<file path="config.mk">
export PLATFORM = sky130hd
export DESIGN_NAME = carregador_programa
export DESIGN_NICKNAME = d
export VERILOG_FILES = /design/src/rtl/carregador_programa.sv
export SDC_FILE = /design/constraint.sdc
export NUM_CORES = 1
export LEC_CHECK = 0
export CORE_ASPECT_RATIO = 1.75
export CORE_MARGIN = 1.5
export CORE_UTILIZATION = 40
export DETAILED_ROUTE_END_ITERATION = 16
export GPL_TIMING_DRIVEN = 0
export SYNTH_ARGS = -nofsm -noshare
export SYNTH_HDL_FRONTEND = slang
export SYNTH_SLANG_ARGS = --single-unit
</file>
<file path="constraint.sdc">
create_clock -name clock -period 4.2 [get_ports clock]
set_input_delay 1.05 -clock clock [delete_from_list [all_inputs] [get_ports clock]]
set_output_delay 1.05 -clock clock [all_outputs]
set_load 0.005 [all_outputs]
</file>
<file path="src/rtl/carregador_programa.sv">
// Program loader: receives header/payload/checksum over valid/ready, writes the payload into
// memory, then reads it back and re-verifies the checksum before reporting done or error.
module carregador_programa #(
  parameter int unsigned PROF   = 512,
  parameter logic [5:0]  MAGICO = 6'b111111
) (
  input  logic        clock,
  input  logic        reset,
  input  logic        start,
  input  logic [31:0] in_dado,
  input  logic        in_valido,
  output logic        in_pronto,
  output logic [31:0] mem_dado,
  output logic [9:0]  mem_endereco,
  output logic        mem_write,
  input  logic [31:0] mem_saida,
  output logic        ocupado,
  output logic        concluido,
  output logic        erro,
  output logic [9:0]  palavras
);

  typedef enum logic [2:0] {
    StOcioso, StCabecalho, StDados, StSoma, StVerifica, StFim, StErro
  } estado_t;

  localparam logic [10:0] PROF_11 = 11'(PROF);

  estado_t     estado_q, estado_d;
  logic [9:0]  base_q, base_d;
  logic [9:0]  len_q, len_d;
  logic [9:0]  palavras_q, palavras_d;
  logic [31:0] soma_rx_q, soma_rx_d;
  logic [31:0] soma_rd_q, soma_rd_d;
  logic [31:0] mem_dado_q, mem_dado_d;
  logic [9:0]  mem_end_q, mem_end_d;
  logic        mem_write_q, mem_write_d;
  logic [9:0]  rd_idx_q, rd_idx_d;  // verify addresses issued so far
  logic [9:0]  smp_q, smp_d;        // verify words sampled so far

  logic        transf;
  logic [10:0] fim_11;
  logic [31:0] soma_rd_nova;

  assign transf       = in_valido & in_pronto;
  assign fim_11       = {1'b0, in_dado[25:16]} + {1'b0, in_dado[9:0]};
  assign soma_rd_nova = soma_rd_q + mem_saida;

  always_ff @(posedge clock or negedge reset) begin
    if (!reset) begin
      estado_q    <= StOcioso;
      base_q      <= '0;
      len_q       <= '0;
      palavras_q  <= '0;
      soma_rx_q   <= '0;
      soma_rd_q   <= '0;
      mem_dado_q  <= '0;
      mem_end_q   <= '0;
      mem_write_q <= 1'b0;
      rd_idx_q    <= '0;
      smp_q       <= '0;
    end else begin
      estado_q    <= estado_d;
      base_q      <= base_d;
      len_q       <= len_d;
      palavras_q  <= palavras_d;
      soma_rx_q   <= soma_rx_d;
      soma_rd_q   <= soma_rd_d;
      mem_dado_q  <= mem_dado_d;
      mem_end_q   <= mem_end_d;
      mem_write_q <= mem_write_d;
      rd_idx_q    <= rd_idx_d;
      smp_q       <= smp_d;
    end
  end

  always_comb begin
    estado_d    = estado_q;
    base_d      = base_q;
    len_d       = len_q;
    palavras_d  = palavras_q;
    soma_rx_d   = soma_rx_q;
    soma_rd_d   = soma_rd_q;
    mem_dado_d  = mem_dado_q;
    mem_end_d   = mem_end_q;
    mem_write_d = 1'b0;
    rd_idx_d    = rd_idx_q;
    smp_d       = smp_q;

    case (estado_q)
      StOcioso, StFim, StErro: begin
        if (start) begin
          estado_d   = StCabecalho;
          palavras_d = '0;
          soma_rx_d  = '0;
          soma_rd_d  = '0;
          rd_idx_d   = '0;
          smp_d      = '0;
        end
      end
      StCabecalho: begin
        if (transf) begin
          base_d = in_dado[25:16];
          len_d  = in_dado[9:0];
          if (in_dado[31:26] != MAGICO)  estado_d = StErro;
          else if (fim_11 > PROF_11)     estado_d = StErro;
          else if (in_dado[9:0] == '0)   estado_d = StSoma;
          else                           estado_d = StDados;
        end
      end
      StDados: begin
        if (transf) begin
          mem_end_d   = base_q + palavras_q;
          mem_dado_d  = in_dado;
          mem_write_d = 1'b1;
          soma_rx_d   = soma_rx_q + in_dado;
          palavras_d  = palavras_q + 10'd1;
          if (palavras_q + 10'd1 == len_q) estado_d = StSoma;
        end
      end
      StSoma: begin
        if (transf) begin
          if (in_dado != soma_rx_q) estado_d = StErro;
          else if (len_q == '0)     estado_d = StFim;
          else                      estado_d = StVerifica;
        end
      end
      StVerifica: begin
        if (rd_idx_q != len_q) begin
          mem_end_d = base_q + rd_idx_q;
          rd_idx_d  = rd_idx_q + 10'd1;
        end
        // memory output reflects the address presented during the previous cycle
        if (rd_idx_q != '0) begin
          soma_rd_d = soma_rd_nova;
          smp_d     = smp_q + 10'd1;
          if (smp_q + 10'd1 == len_q) begin
            estado_d = (soma_rd_nova == soma_rx_q) ? StFim : StErro;
          end
        end
      end
      default: estado_d = StOcioso;
    endcase
  end

  assign in_pronto    = (estado_q == StCabecalho) || (estado_q == StDados) ||
                        (estado_q == StSoma);
  assign ocupado      = !((estado_q == StOcioso) || (estado_q == StFim) ||
                          (estado_q == StErro));
  assign concluido    = (estado_q == StFim);
  assign erro         = (estado_q == StErro);
  assign palavras     = palavras_q;
  assign mem_dado     = mem_dado_q;
  assign mem_endereco = mem_end_q;
  assign mem_write    = mem_write_q;

endmodule

</file>
=== Word-level counts from Yosys, hierarchy flattened ===
Index checks and enable logic that the tools add are counted.

* Logic and storage cells: 92
* Register bits after elaboration: 160
* Input port bits: 68

* Order comparisons: 1
* Reductions and logical operators: 20
* Mux-type cells: 31
* Equal/unequal tests: 20
* Bitwise logic cells: 1
* Add/sub/neg operators: 8

{| class="wikitable"
|+ Operator list
! operator !! number
|-
| $pmux 32 s2 || 2
|-
| $mux 32 || 3
|-
| $pmux 10 s2 || 4
|-
| $add 32x32->32 || 2
|-
| $mux 10 || 6
|-
| $eq 32x32->1 || 1
|-
| $ne 32x32->1 || 1
|-
| $add 10x1->10 const B || 3
|-
| $mux 3 || 9
|-
| $add 10x10->10 || 2
|-
| $eq 10x10->1 || 2
|-
| $logic_not 10->1 || 2
|-
| $ne 2x2->1 const B || 8
|-
| $pmux 3 s5 || 1
|-
| $reduce_and 3->1 || 4
|-
| $add 10x10->11 || 1
|-
| $gt 11x10->1 const B || 1
|-
| $ne 10x10->1 || 1
|-
| $reduce_bool 10->1 || 1
|-
| $eq 3x3->1 const B || 3
|-
| $reduce_and 7->1 || 1
|-
| $eq 3x2->1 const B || 2
|-
| $ne 6x6->1 const B || 1
|-
| $reduce_bool 2->1 || 3
|-
| other kinds (9) || 17
|}

=== Logic depth before layout (Yosys ltp) ===
* Depth in word-level cells: 6
* Mapped depth: 18
* Depth with buffers taken out: 15

=== Worst setup path before layout ===
No wires, ideal clock.

* Path kind: input to register
* Start point: input port mem_saida[8]
* End point: register estado_q[1]
* Buffers on the path: 1
* Data required time: 4.071 ns
* Slack: 0.330 ns
* Arrival time: 3.741 ns
* Cell stages on the path: 12
* Cells stage by stage: ha_1 buf_6 a211o_1 a2111oi_4 nor4_1 or3b_4 and3_1 or2_0 a211o_1 nor4_2 nand4_1 nor2b_4

* Longest elaborated chain between the ends: 6

{| class="wikitable"
|+ Ends and longest elaborated chain
! item !! RTL line !! text
|-
| from (decl) || 16 || <nowiki>input logic [31:0] mem_saida,</nowiki>
|-
| $add 32x32->32 || 47 || <nowiki>assign soma_rd_nova = soma_rd_q + mem_saida;</nowiki>
|-
| $eq 32x32->1 || 138 || <nowiki>estado_d = (soma_rd_nova == soma_rx_q) ? StFim : StErro;</nowiki>
|-
| $mux 2 || 138 ||
|-
| $mux 3 || 137 || <nowiki>if (smp_q + 10'd1 == len_q) begin</nowiki>
|-
| $mux 3 || 134 || <nowiki>if (rd_idx_q != '0) begin</nowiki>
|-
| $pmux 3 s5 || 90 || <nowiki>case (estado_q)</nowiki>
|-
| to (signal assigned) || 51 || <nowiki>estado_q <= StOcioso;</nowiki>
|-
| to (signal assigned) || 63 || <nowiki>estado_q <= estado_d;</nowiki>
|-
| to (decl) || 29 || <nowiki>estado_t estado_q, estado_d;</nowiki>
|}

No other way between the ends. The select of a mux whose other input is x is not followed.
A chain may end at the register's enable or synchronous reset.

=== Worst setup path in the final report ===
* Start point: input port mem_saida[16]
* End point: register estado_q[1]

The elaborated chain is that of the path after synthesis.

==> impl_metrics.tcl <==
set metrics [dict create \
    run_status "finished clean" \
    finalNonFillerCells 1976 \
    timing.rr.start "estado_q[1]" \
    p_leak_nw 6.652 \
    place_congestion 0.9233 \
    cts_root_buffer "clkbuf_16" \
    vias 11470 \
    endpoint_kind "register" \
    max_stage_delay_ns 0.49 \
    cts_tree "done" \
    fin_skew_ns 0.01285 \
    required_ns 4.53 \
    grt_pass1_wl_um 63480 \
    overflow 0 \
    ir_drop_v 0.0003805 \
    wirelength_um 41140 \
    synthesis.area_sq_um 12210 \
    clock_latency_ns 0.45 \
    area_delta_synth_final_pct 22.03 \
    cp_cell_sequence "clkdlybuf4s50_1 > ha_1 > buf_2 > nand4_1 > or3_4 > a211oi_4 > or3b_4 > nand4_1 > o21ai_2 > xnor2_1 > nor4_4 > nand4_1 > nor2b_4" \
    htreeDepth 4 \
    critPathArrivalTime_ns 4.38 \
    routedWlPerCell_um 20.82 \
    hold_buffers 0 \
    start_kind "input pin" \
    worstRegToRegCells 17 \
    setup_viol 0 \
    p_per_area_nw_per_um2 688.2 \
    num_rows 84 \
    grt_use_total_pct 26.59 \
    antennaDiodeCount 0 \
    ys_ff_latch 160 \
    cp_common_cell "nand4_1" \
    drt_first_pass_iters 5 \
    crit_family "simple AND/OR/NAND/NOR gates" \
    cap_violations 0 \
    synth.avg_cell_area_sq_um 8.580 \
    grt_pass1_vias 11520 \
    postPlaceCellArea_sq_um 13970 \
    hold_violations 0 \
    crit_fanout 8 \
    r2r_end "mem_endereco[8]" \
    grt_max_degree 88 \
    finalNetCount 1733 \
    antenna_found_initial 0 \
    final_layout_size_suffix_gt1_share_pct 9.188 \
    die_area_sq_um 31620 \
    yosysSeqAreaShare_pct 32.79 \
    clkSinkCount 160 \
    die_y_um 234.1 \
    ys.flop_type "dfrtp_1" \
    netlist_instances 1423 \
    hpwlAfterDp_um 31930 \
    design_area_sq_um 14900 \
    worstMarginPinSlew_ns 1.095 \
    worstSetupPathType "in -> reg" \
    drc 0 \
    yosysUniqueCellTypes 85 \
    drtIter0Drc 599 \
    die_w_um 135.1 \
    synth-edff-count 0 \
    period_minus_slack_ns 4.044 \
    ant_nets 0 \
    cts_inserted_buffers 17 \
    max_freq_ghz 0.2472 \
    critPathLaunch "mem_saida[16]" \
    relSlewSlack_pct 26.74 \
    core_region_area_sq_um 30060 \
    r2r_slack_ns 0.41 \
    path_clk_slew_ns 0.07 \
    boundaryPins 125 \
    cts_max_path_buffers 2 \
    initial_utilization_pct 40.62 \
    dpl.cell_count 1935 \
    ys_warn_count 0 \
    portBuffers 124 \
    vias_per_cell 5.804 \
    crit_end "estado_q[1]" \
    async_flop_share_pct 100.0 \
    path_buf_inv 2 \
    hold_path.class "reg -> reg" \
    cp_num_cells 13 \
    crit_slowest_cell "or3_4" \
    slew_viol_final 0 \
    period_share_pct 96.30 \
    syn_nets 1580 \
]
[Yosys cell counts, drive strengths merged (4+ instances only)]
cell type,number,area share [%]
a22o,7,0.50
xnor2,78,5.6
xor2,45,3.2
nand2b,11,0.56
inv,40,1.2
fa,4,0.66
xnor3,10,1.8
nor4,21,1.2
and3,12,0.61
buf,14,0.56
o21bai,14,0.86
nor2,72,2.2
nor3,34,1.4
o221ai,4,0.29
or3,8,0.41
a21oi,80,3.3
or2,10,0.51
a2111oi,8,0.88
a211oi,19,1.2
and4,5,0.36
a31oi,6,0.31
a211o,9,0.65
clkbuf,54,1.7
o21ai,131,5.4
o41ai,4,0.29
mux2,26,2.4
a32o,5,0.41
dfrtp,160,33
nand2,229,7.0
nand3,34,1.4
nand4,26,1.3
a21o,43,2.7
and2,12,0.61
ha,85,8.7
o31ai,11,0.68
nor2b,13,0.73
o21a,10,0.61
o211ai,13,0.80
[report_power, final]
group          leakage, nW  total [W]  switching (W)  internal [W]
Sequential            2.10    0.00266       0.000546       0.00212
Combinational         4.27    0.00603        0.00338       0.00265
Clock                0.274    0.00156       0.000673      0.000888
Total                 6.65     0.0103        0.00460       0.00565
[sequential cells by signal, summed over array words and instances, names as in the netlist, 3 cells and up]
register	flops
palavras	10
len_q	10
base_q	10
soma_rd_q	32
rd_idx_q	10
smp_q	10
mem_dado	32
soma_rx_q	32
mem_endereco	10
estado_q	3
[metrics by stage]
stage,TNS (ns),total power [W],hold slack [ns],setup WS [ns],utilization [%]
after CTS,-0.008877,0.01007,0.4786,-0.008877,48.79
after global placement,-802.04,0.008268,0.4593,-4.975,46.36
after floorplan,0,0.006442,0.4538,0.3297,-
final,0,0.01025,0.4741,0.1555,49.57
after global routing,-0.007693,0.01098,0.4986,-0.007693,49.57
after detailed placement,-9.044,0.008376,0.4618,-1.061,46.47
[worst min-delay path by stage]
stage                        from  cells after the start  slack, ns            end
floorplan           soma_rd_q[10]                      2       0.45  soma_rd_q[10]
global placement      mem_dado[5]                      2       0.46    mem_dado[5]
detailed placement   mem_dado[28]                      2       0.46   mem_dado[28]
CTS                   mem_dado[3]                      2       0.48    mem_dado[3]
global route        soma_rd_q[29]                      2       0.50  soma_rd_q[29]
finish                mem_dado[3]                      2       0.47    mem_dado[3]
[what timing repair did]
item                                    in CTS  in global routing
resized for setup                           29                 45
pin swaps                                    5                 25
endpoints found under the setup margin      12                 11
buffers inserted                             4                 10
[final cells by class]
class | count | area [sq um]
multi-input cells | 1155 | 8049
inverters | 40 | 150.1
repair buffers | 139 | 1388
flip-flops and latches | 160 | 4004
clock inverters | 10 | 112.6
fillers | 2977 | 15160
plain buffers | 63 | 257.7
well taps | 387 | 484.2
clock buffers | 22 | 454.2
[worst min-delay path, stage by stage (launching register included)]
cell,delay (ns)
dfrtp_1,0.34
nand2_1,0.05
nand2_1,0.05
[cells in the final DEF (no fill, tap or decap), types with 12 or more instances in the layout]
master / netlist / layout
and3_1: 12 / 12
xnor2_1: 78 / 78
nor2_1: 72 / 71
clkdlybuf4s50_1: 0 / 112
clkbuf_16: 0 / 17
o211ai_1: 13 / 13
a21o_1: 42 / 41
mux2_2: 26 / 26
o21bai_1: 14 / 14
xor2_1: 45 / 44
nand2_1: 229 / 228
a211oi_1: 18 / 13
a21oi_1: 80 / 77
nand4_1: 26 / 26
buf_4: 0 / 14
dfrtp_1: 160 / 160
nor4_1: 19 / 16
inv_1: 39 / 39
o21ai_0: 130 / 126
nor3_1: 34 / 33
nand3_1: 34 / 34
ha_1: 85 / 81
clkbuf_1: 53 / 49
[routing by layer]
metal	GRT usage [%]	wire length [um]	vias up
met5	0	0	-
met4	17.71	2893	0
met3	4.280	1751	136
met2	48.80	21270	374
met1	27.66	15220	5510
li1	-	-	5448
[cells by family (layout without fill, tap and decap cells)]
family	count (synthesis)	after routing	share of synthesized area, %
compound gates	403	403	21.67
buf+inv	108	274	3.464
mux	28	28	2.562
simple gates	501	501	19.39
flops	160	160	32.79
xor+xnor	133	133	10.67
fa+ha+maj	90	90	9.449
Power figures use the tool's default switching activity.
==> edit 1, RTL diff (same flow settings) <==
Take the reset off `mem_dado_q` and `mem_end_q` and load them in a clocked block of their own.
--- a/src/rtl/carregador_programa.sv
+++ b/src/rtl/carregador_programa.sv
@@ -54,8 +54,6 @@
       palavras_q  <= '0;
       soma_rx_q   <= '0;
       soma_rd_q   <= '0;
-      mem_dado_q  <= '0;
-      mem_end_q   <= '0;
       mem_write_q <= 1'b0;
       rd_idx_q    <= '0;
       smp_q       <= '0;
@@ -66,12 +64,15 @@
       palavras_q  <= palavras_d;
       soma_rx_q   <= soma_rx_d;
       soma_rd_q   <= soma_rd_d;
-      mem_dado_q  <= mem_dado_d;
-      mem_end_q   <= mem_end_d;
       mem_write_q <= mem_write_d;
       rd_idx_q    <= rd_idx_d;
       smp_q       <= smp_d;
     end
+  end
+
+  always_ff @(posedge clock) begin
+    mem_dado_q <= mem_dado_d;
+    mem_end_q  <= mem_end_d;
   end
 
   always_comb begin
Check against the original RTL: differs if reset is asserted again (counterexample within 4 cycles, from zero or initial values and one cycle with reset low); with reset held inactive, the same outputs for 4 cycles.
==> edit 1 against the original RTL <==
Area after synthesis decreased by 2.8%. Cell area down 3.8%. Utilization decreased by 0.62 points. Die area fell by 2.8%. First-iteration DRC count shrank 3.2%. Sequential share of layout area grew 2.5 points. Total power down 7.6%. Setup slack got worse by 140 ps. Sequential cell count stayed put. Critical path depth up 1. Maximum frequency down 3.2%. Via count down 6.8%. Routed wire length down 3.1%. Critical path type unchanged.
==> edit 1: results (changes against the original RTL) <==
stage,metric,value,unit,change
yosys,synth top area cells,"dfrtp_1, edfxtp_1, ha_1, xnor2_1, o21ai_0",,
routing,routed len/inst,21.69,um,+4.2%
yosys,Synth Warn #,0,,unchanged
power,Worst VDD drop,0.3447,mV,-9.4%
clock_network,post-CTS setup buffers,0,,-4
setup_path,Crit path arrival time,4560,ps,+180 ps
global_routing,GRT Total Usage,0.2647,,-0.001174
final_layout,Layout fillers,2833,,-4.8%
clock_network,Clock Latency Late Sink,450,ps,about the same
final_layout,ant diodes,0,,unchanged
yosys,mux contribution to synthesized area,0.03070,,+0.005076
routing,WL final,39850,um,-3.1%
sta,pins over their slew limit,0,,unchanged
setup_path,Crit-path slowest cell,clkdlybuf4s50_1,,
sta,skew final,10.71,ps,-2.134 ps
global_routing,initial antenna violation count,0,,unchanged
placed_design,routability cong.,0.9307,,+0.80%
yosys,"EDFF count, synth",42,,+42
setup_path,"CP delay by family, top",compound AO/OA/AOI/OAI gates,,
yosys,Synth Area in Compound Gates,0.2102,,-0.006513
yosys,Synth cell types,83,,-2.4%
hold_path,path type of the worst min-delay path,reg -> reg,,
global_routing,vias in the first global route,10820,,-6.2%
power,leakage,6.077,nW,-8.6%
yosys,Synth Area in Adders,0.09726,,+0.002771
setup_path,CP Max Fanout,4,,-4
yosys,sequential share of the synthesized area,0.3553,,+0.02734
yosys,syn_nets,1454,,-8.0%
sta,Worst slew margin,0.3530,,+0.08561
placed_design,DP Cell Count,1805,,-6.7%
yosys,Synth Flop Type,dfrtp_1,,
clock_network,Num CTS Buffers,17,,unchanged
yosys,"FFs w/ async S/R, synth",0.7375,,-0.2625
clock_network,H-Tree Depth,4,,unchanged
clock_network,Max clock buf depth,2,,unchanged
yosys,xor/xnor cell area share of the yosys netlist,0.1086,,+0.001968
final_layout,nets@finish,1599,,-7.7%
global_routing,global-route wire length before repair,61210,um,-3.6%
yosys,Avg Synthesized Cell Area,9.145,um2,+6.6%
routing,1st-pass router iterations,5,,unchanged
setup_path,CP max stage delay,510,ps,+20 ps
yosys,Post-synth top cells,"nand2_1, dfrtp_1, o21ai_0, ha_1, xnor2_1",,
global_routing,largest net degree at the start of global routing,64,,-27%
clock_network,Root Buffer Master,clkbuf_16,,
routing,Antenna Nets Post-Route,0,,unchanged
final_layout,layout cells sized above 1,0.08454,,-0.007346
routing,vias per inst,5.819,,+0.26%
run_status,run status,"finished, final reports clean",,
placed_design,port bufs,124,,unchanged
routing,initial DRC count,580,,-3.2%
placed_design,Post-DP HPWL,30950,um,-3.1%
clock_network,clk slew on worst S/H paths,70,ps,about the same
edit 1: cell types whose count changed after synthesis, moves of 12 or more:
cell,before,now
o21ai_0,130,116
nor3_1,34,18
nand2_1,229,126
dfrtp_1,160,118
nand3_1,34,56
edfxtp_1,0,42
xor2_1,45,57
edit 1: layout make-up:
class / instances / share of cell area
Multi-Input combinational cell: 1050 / 0.5206
Sequential cell: 160 / 0.2940
Timing Repair Buffer: 126 / 0.09000
Tap cell: 382 / 0.03335
Clock buffer: 18 / 0.02994
Buffer: 57 / 0.01606
Clock inverter: 14 / 0.008205
Inverter: 30 / 0.007856
edit 1: worst paths after layout:
check | from | slack (ps) | endpoint | depth (start not counted)
max | mem_saida[0] | 20 | estado_q[0]$_DFFE_PN0P_ | 14
min | soma_rd_q[13]$_DFFE_PN0P_ | 490 | soma_rd_q[13]$_DFFE_PN0P_ | 2
max reg2reg | estado_q[0]$_DFFE_PN0P_ | 370 | mem_endereco[9]$_DFFE_PP_ | 14
min reg2reg | soma_rd_q[13]$_DFFE_PN0P_ | 490 | soma_rd_q[13]$_DFFE_PN0P_ | 2
max in group asynchronous | reset | 2860 | soma_rx_q[31]$_DFFE_PN0P_ | 2
min in group asynchronous | reset | 580 | soma_rd_q[4]$_DFFE_PN0P_ | 1
edit 1: kinds of logic after synthesis:
family / after synthesis
AO/OA/AOI/OAI: 376
adder cells (fa/ha/maj): 90
AND/OR/NAND/NOR: 407
multiplexers: 33
flip-flops: 160
buffers and inverters: 87
XOR/XNOR: 144
edit 1: power by group:
group / internal, mW / switching, mW / leakage (nW)
combinational: 2.22 / 3.11 / 3.87
sequential: 2.12 / 0.518 / 1.95
clock: 0.811 / 0.700 / 0.256
edit 1: what timing repair did:
item	in CTS	in global routing
endpoints found under the hold margin	0	0
pin swaps	6	3
setup endpoints to repair	11	6
gates resized for setup	24	16
edit 1: through the flow:
stage	hold slack, ps	TNS [ps]	setup slack, ps	utilization	area (um2)
after floorplan	452.6	0	516.2	-	11860
after global placement	466.2	-408850	-3271	0.4637	13580
after detailed placement	475.5	-10160	-1212	0.4654	13630
after CTS	490.5	0	14.05	0.4871	14270
after global routing	502.4	-80.52	-58.01	0.4894	14330
final	485.7	0	20.29	0.4894	14330
edit 1: routing by layer:
| metal | part of all wire | track usage | vias up |
|---|---|---|---|
| li1 | - | - | 5080 |
| met4 | 0.063 | 0.1627 | 0 |
| met5 | 0 | 0 | - |
| met1 | 0.36 | 0.2695 | 5181 |
| met2 | 0.54 | 0.5026 | 326 |
| met3 | 0.036 | 0.03777 | 102 |
edit 1: tightest hold or removal path: stages, from the launching register on:
cell     delay (ps)
dfrtp_1         350
nand2_1          40
o21ai_0          60
==> edit 2, RTL diff (config.mk and constraints unchanged) <==
Without the edit above. Set the parameter `PROF` to 256 (it was 512).
--- a/src/rtl/carregador_programa.sv
+++ b/src/rtl/carregador_programa.sv
@@ -1,7 +1,7 @@
 // Program loader: receives header/payload/checksum over valid/ready, writes the payload into
 // memory, then reads it back and re-verifies the checksum before reporting done or error.
 module carregador_programa #(
-  parameter int unsigned PROF   = 512,
+  parameter int unsigned PROF   = 256,
   parameter logic [5:0]  MAGICO = 6'b111111
 ) (
   input  logic        clock,
Formal check against the unedited RTL: not equivalent (Yosys sat finds a counterexample within 4 cycles, from zero or initial values and one cycle with reset low).
==> edit 2 against the original RTL <==
The run now ends with setup timing left. Combinational power grew 13%. Routed wire length grew 2.4%. Total power grew 8.3%. Clock skew shrank 5.0 ps. Sequential power grew 2%. Count of clock-buffer cells in the layout shrank 1. Cell area grew 3.2%. Area after synthesis shrank 1.5%. Sequential cell count is the same. Setup slack lost 290 ps. Critical endpoint unchanged.
==> edit 2: results (changes against the original RTL) <==
stage,metric,value,unit,change
setup_path,Crit path arrival time,4670,ps,+290 ps
yosys,Post-synth top cells,"nand2_1, dfrtp_1, o21ai_0, ha_1",,
sta,Setup Viol. Count Final,2,,+2
run_status,run status,"complete, but fails checks",,
placed_design,port bufs,123,,-0.81%
final_layout,layout cells sized above 1,0.1426,,+0.05070
routing,vias after detailed routing,11310,,-1.4%
clock_network,Clock Latency Late Sink,450,ps,about the same
placed_design,routability cong.,0.9481,,+2.7%
setup_path,CP Max Fanout,6,,-2
setup_path,Crit. Startpoint,mem_saida[17],,
yosys,"FFs w/ async S/R, synth",1.000,,unchanged
placed_design,Post-DP HPWL,31880,um,-0.15%
hold_path,Hold Crit Start,mem_dado[19]$_DFFE_PN0P_,,
hold_path,path type of the worst min-delay path,reg -> reg,,
global_routing,GRT Total Usage,0.2728,,+0.006906
clock_network,Root Buffer Master,clkbuf_16,,
yosys,Synth cell types,84,,-1.2%
yosys,sequential share of the synthesized area,0.3328,,+0.004912
setup_path,r2r startpoint,soma_rd_q[0]$_DFFE_PN0P_,,
global_routing,global-route wire length before repair,64100,um,+0.98%
yosys,"EDFF count, synth",0,,unchanged
placed_design,DP Area,13780,um2,-1.3%
clock_network,Num CTS Buffers,17,,unchanged
yosys,Synth Warn #,0,,unchanged
yosys,synth top area cells,"dfrtp_1, ha_1, nand2_1, o21ai_0, xnor2_1",,
sta,Slew @ Worst Pin,824.6,ps,-270.3 ps
final_layout,nets@finish,1716,,-0.98%
routing,initial DRC count,679,,+13%
power,leakage,6.716,nW,+0.96%
yosys,Synth Flop Type,dfrtp_1,,
clock_network,Max clock buf depth,2,,unchanged
global_routing,largest net degree at the start of global routing,110,,+25%
clock_network,H-Tree Depth,4,,unchanged
run_status,failing checks,setup timing,,
final_layout,ant diodes,0,,unchanged
clock_network,clk slew on worst S/H paths,60,ps,
sta,skew final,7.871,ps,-4.978 ps
global_routing,initial antenna violation count,0,,unchanged
sta,worst setup margin,-139.4,ps,-294.9 ps
yosys,syn_nets,1535,,-2.8%
routing,1st-pass router iterations,5,,unchanged
routing,routed len/inst,21.57,um,+3.6%
power,Worst VDD drop,0.3749,mV,-1.5%
edit 2: cell count changes in the layout (fill, tap and decap cells not counted), moves of 11 or more:
cell     change
a21o_1      -12
a21oi_1     -23
buf_4       +32
ha_1        -14
ha_4        +17
nor3_1      -17
xnor2_1     -16
xor2_1      +11
edit 2: cell type report:
| class | instances | area, um2 |
|---|---|---|
| clock inverter | 10 | 115.1 |
| tap | 382 | 478.0 |
| fill | 2800 | 14120 |
| sequential | 160 | 4004 |
| inverter | 36 | 135.1 |
| clock buffer | 21 | 440.4 |
| timing repair buffer | 171 | 1634 |
| buffer | 55 | 259.0 |
| multi-input combinational | 1118 | 8307 |
edit 2: repair_timing:
action                     CTS  global route
buffers inserted            28            19
setup endpoints to repair   13            10
resized for setup           95            67
pin swaps                   41            44
hold buffers                 0             0
edit 2: stage by stage:
stage               cells  setup TNS [ps]  worst slack (ps)    util  hold slack (ps)
floorplan            1378          -58.28            -58.28       -            452.6
finish               1953          -208.8            -139.4  0.5212            478.4
detailed placement   1884           -9577             -1369  0.4673            462.5
global placement     1883         -830810             -5155  0.4662            460.2
CTS                  1935          -395.5            -223.0  0.5053            479.7
global route         1953          -367.8            -211.9  0.5212            501.0
edit 2: layer usage:
layer / vias to the layer above / GRT usage / part of all wire
li1: 5350 / - / -
met1: 5512 / 0.2772 / 0.36
met2: 322 / 0.5159 / 0.53
met3: 127 / 0.03551 / 0.038
met4: 0 / 0.1771 / 0.067
met5: - / 0 / 0
edit 2: critical path: stages:
cell	delay, ps
clkdlybuf4s50_1	490
ha_2	350
a21oi_4	220
o311ai_1	130
a31oi_1	310
o2111a_1	240
nor4b_4	220
o2111ai_2	140
nor4_2	280
nand4_1	190
or4_4	490
or3_1	370
a31o_1	190
edit 2: logic make-up after synthesis:
logic type,after synthesis,share of synthesized area
buffers and inverters,100,0.03276
xor gates and xnor gates,132,0.1032
and+or+nand+nor,470,0.1849
muxes,36,0.03329
AOI/OAI and AO/OA,391,0.2179
adders and majority gates,89,0.09507
DFF,160,0.3328
edit 2: report_power, final:
part | switching, mW | total (mW) | internal [mW] | leakage, nW
Clock | 0.687 | 1.56 | 0.870 | 0.263
Sequential | 0.611 | 2.72 | 2.11 | 2.09
Combinational | 3.73 | 6.83 | 3.10 | 4.36
edit 2: path summary, 6_finish.rpt:
kind | end | slack (ps) | cells after the start
worst max-delay path | estado_q[1]$_DFFE_PN0P_ | -140 | 13
worst min-delay path | mem_dado[19]$_DFFE_PN0P_ | 480 | 2
worst max register to register | estado_q[1]$_DFFE_PN0P_ | 110 | 15
worst min register to register | mem_dado[19]$_DFFE_PN0P_ | 480 | 2
max in group asynchronous | palavras[7]$_DFFE_PN0P_ | 2790 | 2
min in group asynchronous | soma_rd_q[15]$_DFFE_PN0P_ | 500 | 1
